`config.mk`:
```
export PLATFORM = sky130hd
export DESIGN_NAME = sobel_frame_arbiter
export DESIGN_NICKNAME = d
export VERILOG_FILES = /design/src/rtl/sobel_frame_arbiter.sv
export SDC_FILE = /design/constraint.sdc
export NUM_CORES = 1
export LEC_CHECK = 0
export ABC_CLOCK_PERIOD_IN_PS = 2700
export CAP_MARGIN = 20
export CORE_MARGIN = 1.5
export CORE_UTILIZATION = 51
export CTS_CLUSTER_SIZE = 25
export DETAILED_ROUTE_END_ITERATION = 6
export PLACE_DENSITY = 0.89
export SLEW_MARGIN = 0
export SYNTH_ARGS = -nofsm -noshare
export SYNTH_HDL_FRONTEND = slang
export SYNTH_SLANG_ARGS = --single-unit
```
`constraint.sdc`:
```
create_clock -name clock -period 2.7 [get_ports clock]
set_clock_uncertainty 0.1 [all_clocks]
set_input_delay 0.54 -clock clock [delete_from_list [all_inputs] [get_ports clock]]
set_output_delay 0.54 -clock clock [all_outputs]
set_load 0.02 [all_outputs]
```
`src/rtl/sobel_frame_arbiter.sv`:
```
// sobel_frame_arbiter: frame-granular round-robin arbiter that merges two
// FWFT pixel sources into the single Sobel input FIFO. Ownership is held for
// one complete frame so the downstream filter never sees interleaved frames.
module sobel_frame_arbiter #(
  parameter int IMG_WIDTH  = 720,
  parameter int IMG_HEIGHT = 540
) (
  input  logic        clock,
  input  logic        reset,
  output logic        in0_rd_en,
  input  logic [7:0]  in0_dout,
  input  logic        in0_empty,
  output logic        in1_rd_en,
  input  logic [7:0]  in1_dout,
  input  logic        in1_empty,
  output logic        out_wr_en,
  output logic [7:0]  out_din,
  input  logic        out_full,
  output logic [1:0]  grant,
  output logic        frame_done,
  output logic [15:0] frame_cnt0,
  output logic [15:0] frame_cnt1
);

  localparam logic [19:0] LAST_PIX = 20'(IMG_WIDTH * IMG_HEIGHT - 1);

  typedef enum logic {IDLE, XFER} state_t;

  state_t      state_reg, state_next;
  logic [1:0]  grant_reg, grant_next;
  logic        prio_reg, prio_next;      // 0 = src0 wins a tie, 1 = src1
  logic [19:0] pix_reg, pix_next;
  logic        frame_done_reg, done_next;
  logic [15:0] frame_cnt0_reg, frame_cnt1_reg;
  logic        xfer;

  // Arbitration, pass-through handshake and pixel/frame bookkeeping
  always_comb begin
    state_next = state_reg;
    grant_next = grant_reg;
    prio_next  = prio_reg;
    pix_next   = pix_reg;
    done_next  = 1'b0;
    in0_rd_en  = 1'b0;
    in1_rd_en  = 1'b0;
    out_wr_en  = 1'b0;
    out_din    = 8'h00;
    xfer       = 1'b0;
    case (state_reg)
      IDLE: begin
        // A lone active source always wins; prio only breaks ties.
        if (!in0_empty && (in1_empty || !prio_reg)) begin
          grant_next = 2'b01;
          state_next = XFER;
        end else if (!in1_empty) begin
          grant_next = 2'b10;
          state_next = XFER;
        end
      end
      XFER: begin
        if (grant_reg[0]) begin
          xfer      = !in0_empty && !out_full;
          in0_rd_en = xfer;
          if (xfer) out_din = in0_dout;
        end else begin
          xfer      = !in1_empty && !out_full;
          in1_rd_en = xfer;
          if (xfer) out_din = in1_dout;
        end
        out_wr_en = xfer;
        // Empty/full only stall; ownership ends solely on the frame's last pixel.
        if (xfer) begin
          if (pix_reg == LAST_PIX) begin
            pix_next   = 20'd0;
            prio_next  = grant_reg[0];   // hand priority to the other source
            grant_next = 2'b00;
            state_next = IDLE;
            done_next  = 1'b1;
          end else begin
            pix_next = pix_reg + 20'd1;
          end
        end
      end
      default: state_next = IDLE;
    endcase
  end

  // State, ownership, priority and pixel-position registers
  always_ff @(posedge clock or negedge reset) begin
    if (!reset) begin
      state_reg      <= IDLE;
      grant_reg      <= 2'b00;
      prio_reg       <= 1'b0;
      pix_reg        <= 20'd0;
      frame_done_reg <= 1'b0;
    end else begin
      state_reg      <= state_next;
      grant_reg      <= grant_next;
      prio_reg       <= prio_next;
      pix_reg        <= pix_next;
      frame_done_reg <= done_next;
    end
  end

  // Per-source completed-frame counters, wrapping naturally at 16 bits
  always_ff @(posedge clock or negedge reset) begin
    if (!reset) begin
      frame_cnt0_reg <= 16'd0;
      frame_cnt1_reg <= 16'd0;
    end else if (done_next) begin
      if (grant_reg[0]) frame_cnt0_reg <= frame_cnt0_reg + 16'd1;
      else              frame_cnt1_reg <= frame_cnt1_reg + 16'd1;
    end
  end

  assign grant      = grant_reg;
  assign frame_done = frame_done_reg;
  assign frame_cnt0 = frame_cnt0_reg;
  assign frame_cnt1 = frame_cnt1_reg;

endmodule
```
==> impl_metrics.tcl, run 1 <==
set metrics [dict create \
    slowest_delay_ns 0.53 \
    final_number_of_setup_violating_endpoints 0 \
    num_antenna_cells 0 \
    floorplan.die.height_um 79.8 \
    fillerInstances 418 \
    cts_num_sinks 57 \
    vdd.ir_drop.worst_mv 0.359 \
    mostFrequentLayoutCell "sky130_fd_sc_hd__dfrtp_1" \
    length_in_cells_of_the_worst_reg_to_reg_path 7 \
    die-width_um 79.8 \
    avg_synthesized_cell_area_um2 10.1 \
    worst-endpoint-required_ns 2.06 \
    maxClockFrequency_ghz 0.377 \
    clkSlewWorstSetupHoldPaths_ns 0.07 \
    detailedRoute.firstIterationViolations 161 \
    worst_setup_path_start_kind "primary input" \
    clock_tree.htree_level_count 3 \
    grt-ovfl-total 0 \
    via_count_of_the_first_global_routing_pass 2792 \
    detailedPlacementHpwl_um 5570 \
    number_of_buffers_created_by_cts 9 \
    synth_area_leader_cell "sky130_fd_sc_hd__dfrtp_1" \
    root_buffer "sky130_fd_sc_hd__clkbuf_8" \
    hold_path.class "in2async" \
    cpMaxStageDelayCell "sky130_fd_sc_hd__or4b_4" \
    final_hold_viol_count 0 \
    result_of_the_run "completed" \
    rows 27 \
    port_buffers 66 \
    yosys.cell_types.count 43 \
    worst-setup-path-type "in2out" \
    detail_route.wl_per_cell_um 16.5 \
    clock_tree_from_tritoncts "yes" \
    clkLatencyLatePin_ns 0.34 \
    layout_worst_path_cycle_share_pct 98.2 \
    synth.net_count 323 \
    start_util_pct 53.6 \
    firstDrtPassIters 5 \
    ys_seq_elements 57 \
    leakage_power_of_the_design_nw 1.83 \
    timing_worst_slew_pin_value_ns 0.551 \
    largest_register_ffs 20 \
    yosys.area.top_type_share_pct 47.5 \
    total_number_of_vias 2781 \
    synthArstFlopShare_pct 100 \
    drt-total-wl_um 7790 \
    critical_path_peak_fanout 8 \
    boundaryPins 67 \
    multi_input_comb_area_mm2 0.00150 \
    synth_warnings 0 \
    core-area_mm2 0.00561 \
    die_area_mm2 0.00636 \
    max_cap_viol_count 0 \
    grt_max_degree 35 \
    ff_latch_area_mm2 0.00143 \
    worst_path_dominant_cell_family "buffers and inverters" \
    drt_drc_violations_left 0 \
    worst_hold_slack_ns 0.0861 \
    area_growth_syn_to_layout_pct 36.6 \
    crit_path_cell_trace "clkdlybuf4s50_1 -> or4b_4 -> inv_4 -> buf_6 -> clkdlybuf4s15_1" \
    synthesis.instances 299 \
    design_area_mm2 0.00410 \
    timing.critical_path.arrival_ns 2.01 \
    max-slew-margin-rel_pct 63.2 \
    antenna_left 0 \
    critPathCaptureType "primary output" \
    seq_area_frac_synth_pct 47.5 \
    post-cts-setup-buffer-count 0 \
    gpl.final_weighted_congestion 0.915 \
    grt_antenna_before_repair 0 \
    cts.path.max_buffers 2 \
    critical_path.n_buffers_inverters 4 \
    num-nets-final 418 \
    ys.flop_type "sky130_fd_sc_hd__dfrtp_1" \
    synth_enable_flop_cells 0 \
    power.density_cell_area_mw_per_mm2 482 \
    globalRouteTotalUtil_pct 26.9 \
    timing.final.max_slew_violations 0 \
    rsz0062_at_grt "no" \
    final_layout_size_suffix_gt1_share_pct 17.0 \
    finalCriticalPeriod_ns 2.65 \
    viasPerCell 5.90 \
    netlist_top_cells_area "sky130_fd_sc_hd__dfrtp_1, sky130_fd_sc_hd__xnor2_1, sky130_fd_sc_hd__xor2_1" \
    mappedNetlistArea_mm2 0.00301 \
    global_route_wire_length_before_repair_um 13200 \
    cp.depth 5 \
    detailed_place.area_mm2 0.00393 \
    layout_common_cells "sky130_fd_sc_hd__dfrtp_1, sky130_fd_sc_hd__clkdlybuf4s50_1, sky130_fd_sc_hd__buf_4" \
]
[stage by stage]
stage	power (mW)	setup TNS [ns]	utilization [%]	worst slack, ns	instances
global placement	1.21	-7.60	70.1	-0.611	455
global route	2.06	0	73.2	0.0238	471
detailed placement	1.22	-8.56	70.1	-0.644	455
CTS	1.98	0	73.0	0.00102	471
floorplan	1.08	0	-	0.174	299
finish	1.98	0	73.2	0.0487	471
[area by class of cell]
| type | instances | share of cell area [%] |
|---|---|---|
| timing repair buffer | 95 | 20.9 |
| sequential | 57 | 34.8 |
| clock inverter | 3 | 0.976 |
| inverter | 11 | 1.07 |
| clock buffer | 13 | 3.63 |
| tap | 72 | 2.20 |
| multi-input combinational | 220 | 36.4 |
[report_power, final]
part           switching [mW]  internal (mW)
clock network           0.324          0.449
logic                   0.136          0.117
registers              0.0594          0.892
[path summary, 6_finish.rpt]
kind | from | endpoint | slack (ns)
setup / recovery | out_full | in1_rd_en | 0.05
hold / removal | reset | frame_cnt1[0] | 0.09
setup reg to reg | pix_reg[0] | frame_cnt0[2] | 0.23
hold reg to reg | frame_cnt1[15] | frame_cnt1[15] | 0.38
max in group asynchronous | reset | frame_cnt0[1] | 1.83
min in group clock | frame_cnt1[15] | frame_cnt1[15] | 0.38
[cell usage after synthesis (5+ instances only)]
cell type / number
sky130_fd_sc_hd__nor2_1: 8
sky130_fd_sc_hd__nand3_1: 24
sky130_fd_sc_hd__nor4_1: 10
sky130_fd_sc_hd__clkbuf_1: 6
sky130_fd_sc_hd__or4_1: 8
sky130_fd_sc_hd__inv_1: 11
sky130_fd_sc_hd__xnor2_1: 20
sky130_fd_sc_hd__nand4_1: 17
sky130_fd_sc_hd__o21ai_0: 11
sky130_fd_sc_hd__a21oi_1: 8
sky130_fd_sc_hd__a22o_1: 8
sky130_fd_sc_hd__or3_1: 5
sky130_fd_sc_hd__nor3_1: 13
sky130_fd_sc_hd__xor2_1: 16
sky130_fd_sc_hd__nand2_1: 26
sky130_fd_sc_hd__dfrtp_1: 57
[metal layers]
layer	wire, um	global-route usage (%)	vias up
met5	0	0	-
met4	227	14.0	0
met3	365	3.77	23
met2	3850	44.7	106
met1	3340	34.1	1356
li1	-	-	1296
[logic make-up (layout without fill, tap and decap cells)]
kind of cell / after synthesis / after routing / synth area share (%)
buf+inv: 22 / 122 / 3.25
flops: 57 / 57 / 47.5
mux: 6 / 6 / 2.16
compound gates: 38 / 38 / 8.24
xor+xnor: 36 / 36 / 10.5
fa+ha+maj: 3 / 3 / 1.25
simple gates: 137 / 137 / 27.1
[repair_timing]
| action | CTS | global route |
|---|---|---|
| gates resized for setup | 43 | 7 |
| pin swaps | 0 | 1 |
| hold buffers | 0 | 0 |
| setup endpoints to repair | 11 | 13 |
No activity file was read; power rests on OpenSTA's default activity.
==> run 2, diff against run 1 <==
--- a/config.mk
+++ b/config.mk
@@ -5,13 +5,13 @@
 export SDC_FILE = /design/constraint.sdc
 export NUM_CORES = 1
 export LEC_CHECK = 0
-export ABC_CLOCK_PERIOD_IN_PS = 2700
+export ABC_CLOCK_PERIOD_IN_PS = 3120
 export CAP_MARGIN = 20
 export CORE_MARGIN = 1.5
-export CORE_UTILIZATION = 51
+export CORE_UTILIZATION = 54
 export CTS_CLUSTER_SIZE = 25
 export DETAILED_ROUTE_END_ITERATION = 6
-export PLACE_DENSITY = 0.89
+export PLACE_DENSITY = 0.86
 export SLEW_MARGIN = 0
 export SYNTH_ARGS = -nofsm -noshare
 export SYNTH_HDL_FRONTEND = slang
==> constraint.sdc (replaced) <==
create_clock -name clock -period 3.12 [get_ports clock]
set_clock_uncertainty 0.1 [all_clocks]
set_input_delay 0.624 -clock clock [delete_from_list [all_inputs] [get_ports clock]]
set_output_delay 0.624 -clock clock [all_outputs]
set_load 0.02 [all_outputs]
==> impl_metrics.tcl, run 2 (synthesized netlist as in run 1, its figures left out) <==
set metrics [dict create \
    result_of_the_run "completed" \
    design_area_mm2 0.00412 \
    power.internal_mw 1.36 \
    timing.critical_path.arrival_ns 2.22 \
    rows 26 \
    die_area_mm2 0.00602 \
    worst_setup_path_start_kind "primary input" \
    cts_num_sinks 57 \
    root_buffer "sky130_fd_sc_hd__clkbuf_8" \
    critical_path_peak_fanout 5 \
    largest_register_ffs 20 \
    power.density_cell_area_mw_per_mm2 442 \
    number_of_buffers_created_by_cts 9 \
    globalRouteTotalUtil_pct 28.7 \
    core-area_mm2 0.00524 \
    grt-ovfl-total 0 \
    worst-setup-path-type "in2out" \
    boundaryPins 67 \
    cpMaxStageDelayCell "sky130_fd_sc_hd__or4b_4" \
    global_route_wire_length_before_repair_um 13200 \
    grt_antenna_before_repair 0 \
    cts.path.max_buffers 2 \
    port_buffers 66 \
    vdd.ir_drop.worst_mv 0.376 \
    clock_tree.htree_level_count 3 \
    detail_route.wl_per_cell_um 17.2 \
    detailed_place.area_mm2 0.00387 \
    dp_slack_ns -0.377 \
    worst-endpoint-required_ns 2.40 \
    rsz0062_at_grt "no" \
    utilization_pct 78.6 \
    post-cts-setup-buffer-count 0 \
    num_antenna_cells 0 \
    timing.final.max_slew_violations 0 \
    worst_path_dominant_cell_family "buffers and inverters" \
    drt_drc_violations_left 0 \
    seqPwrFrac_pct 45.3 \
    mostFrequentLayoutCell "sky130_fd_sc_hd__dfrtp_1" \
    critical_path.n_buffers_inverters 3 \
    power.clock.fraction_pct 42.1 \
    final_layout_size_suffix_gt1_share_pct 15.6 \
    detailedPlacementHpwl_um 5450 \
    via_count_of_the_first_global_routing_pass 2697 \
    slowest_delay_ns 0.58 \
    layout_common_cells "sky130_fd_sc_hd__dfrtp_1, sky130_fd_sc_hd__clkdlybuf4s50_1, sky130_fd_sc_hd__nand2_1" \
    finalCriticalPeriod_ns 2.94 \
    clkSlewWorstSetupHoldPaths_ns 0.06 \
    critPathCaptureType "primary output" \
    antenna_left 0 \
    cts-hold-fix-buffers 0 \
    crit_path_cell_trace "clkdlybuf4s50_1 -> or4b_4 -> clkinvlp_2 -> a22o_1 -> clkdlybuf4s15_2" \
    drt-total-wl_um 7940 \
    num-nets-final 411 \
    gpl.final_weighted_congestion 0.911 \
    start_util_pct 57.4 \
    total_switching_power_mw 0.460 \
    netSwitchingFraction_pct 25.3 \
    clkLatencyLatePin_ns 0.34 \
    hold_path.class "in2async" \
    final_hold_viol_count 0 \
    detailedRoute.firstIterationViolations 223 \
    floorplan.die.height_um 77.6 \
    leakage_power_of_the_design_nw 1.80 \
    viasPerCell 6.13 \
    max-slew-margin-rel_pct 54.8 \
    die-width_um 77.6 \
    layout_worst_path_cycle_share_pct 94.4 \
    final_critical_path_setup_slack_ns 0.175 \
    firstDrtPassIters 6 \
    p_comb_share_pct 12.6 \
    max_cap_viol_count 0 \
    final_number_of_setup_violating_endpoints 0 \
    clock_tree_from_tritoncts "yes" \
    grt_max_degree 30 \
    area_growth_syn_to_layout_pct 37.0 \
    maxClockFrequency_ghz 0.340 \
    timing_worst_slew_pin_value_ns 0.678 \
    total_number_of_vias 2830 \
]
==> run 2: changes by cell type in the layout (fill, tap and decap cells not counted), moves of 2 or more <==
| cell | change |
|---|---|
| sky130_fd_sc_hd__clkinv_2 | -2 |
| sky130_fd_sc_hd__buf_2 | -5 |
| sky130_fd_sc_hd__buf_6 | -2 |
| sky130_fd_sc_hd__buf_4 | -10 |
| sky130_fd_sc_hd__clkbuf_1 | -2 |
| sky130_fd_sc_hd__clkdlybuf4s15_2 | +8 |
| sky130_fd_sc_hd__clkbuf_8 | +4 |
==> run 2: area by class of cell <==
class	instances	area (um2)
Tap cell	70	87.6
Timing Repair Buffer	87	836
Multi-Input combinational cell	220	1490
Sequential cell	57	1430
Inverter	11	45.0
Fill cell	331	1120
Clock buffer	15	196
Clock inverter	1	30.0
Timing Repair inverter	1	5.00
==> run 2: path summary, 6_finish.rpt <==
kind	start	endpoint	slack, ns	depth (start not counted)
min in group clock	frame_cnt0[15]	frame_cnt0[15]	0.37	1
worst max register to register	pix_reg[12]	frame_cnt0[11]	0.40	5
worst min-delay path	reset	pix_reg[3]	0.22	1
max in group asynchronous	reset	frame_cnt0[11]	2.12	2
worst max-delay path	in1_empty	out_din[5]	0.18	5
worst min register to register	frame_cnt0[15]	frame_cnt0[15]	0.37	1
==> run 2: per-stage QoR <==
stage	setup TNS [ns]	hold WS, ns	power, mW	instances
finish	0	0.220	1.82	462
global route	0	0.269	1.89	462
CTS	0	0.242	1.82	461
detailed placement	-3.25	0.359	1.06	445
global placement	-2.95	0.357	1.05	445
floorplan	0	0.228	0.936	299
==> run 2: worst reg2reg max path: stages (launching register included) <==
cell                      delay [ns]
sky130_fd_sc_hd__dfrtp_1        0.44
sky130_fd_sc_hd__or4_4          0.57
sky130_fd_sc_hd__or4_1          0.64
sky130_fd_sc_hd__buf_4          0.31
sky130_fd_sc_hd__nor4_1         0.36
sky130_fd_sc_hd__xor2_1         0.21
==> run 2: timing repair <==
| action | CTS | global route |
|---|---|---|
| setup endpoints to repair | 10 | 9 |
| cloned | 0 | 1 |
| resized for setup | 27 | 2 |
==> run 2: metal layers <==
metal	vias up	GRT usage (%)	share of wire (%)
li1	1284	-	-
met1	1385	34.9	41
met2	138	47.8	49
met3	23	5.18	6.6
met4	0	16.4	3.3
met5	-	0	0
==> run 2: power groups by stage <==
stage          clock network, mW  logic, mW  registers, mW
6_report                   0.766      0.229          0.825
5_1_grt                    0.807      0.254          0.830
4_1_cts                    0.772      0.228          0.823
3_5_place_dp                   0      0.224          0.835
3_3_place_gp                   0      0.215          0.833
2_1_floorplan                  0      0.113          0.823
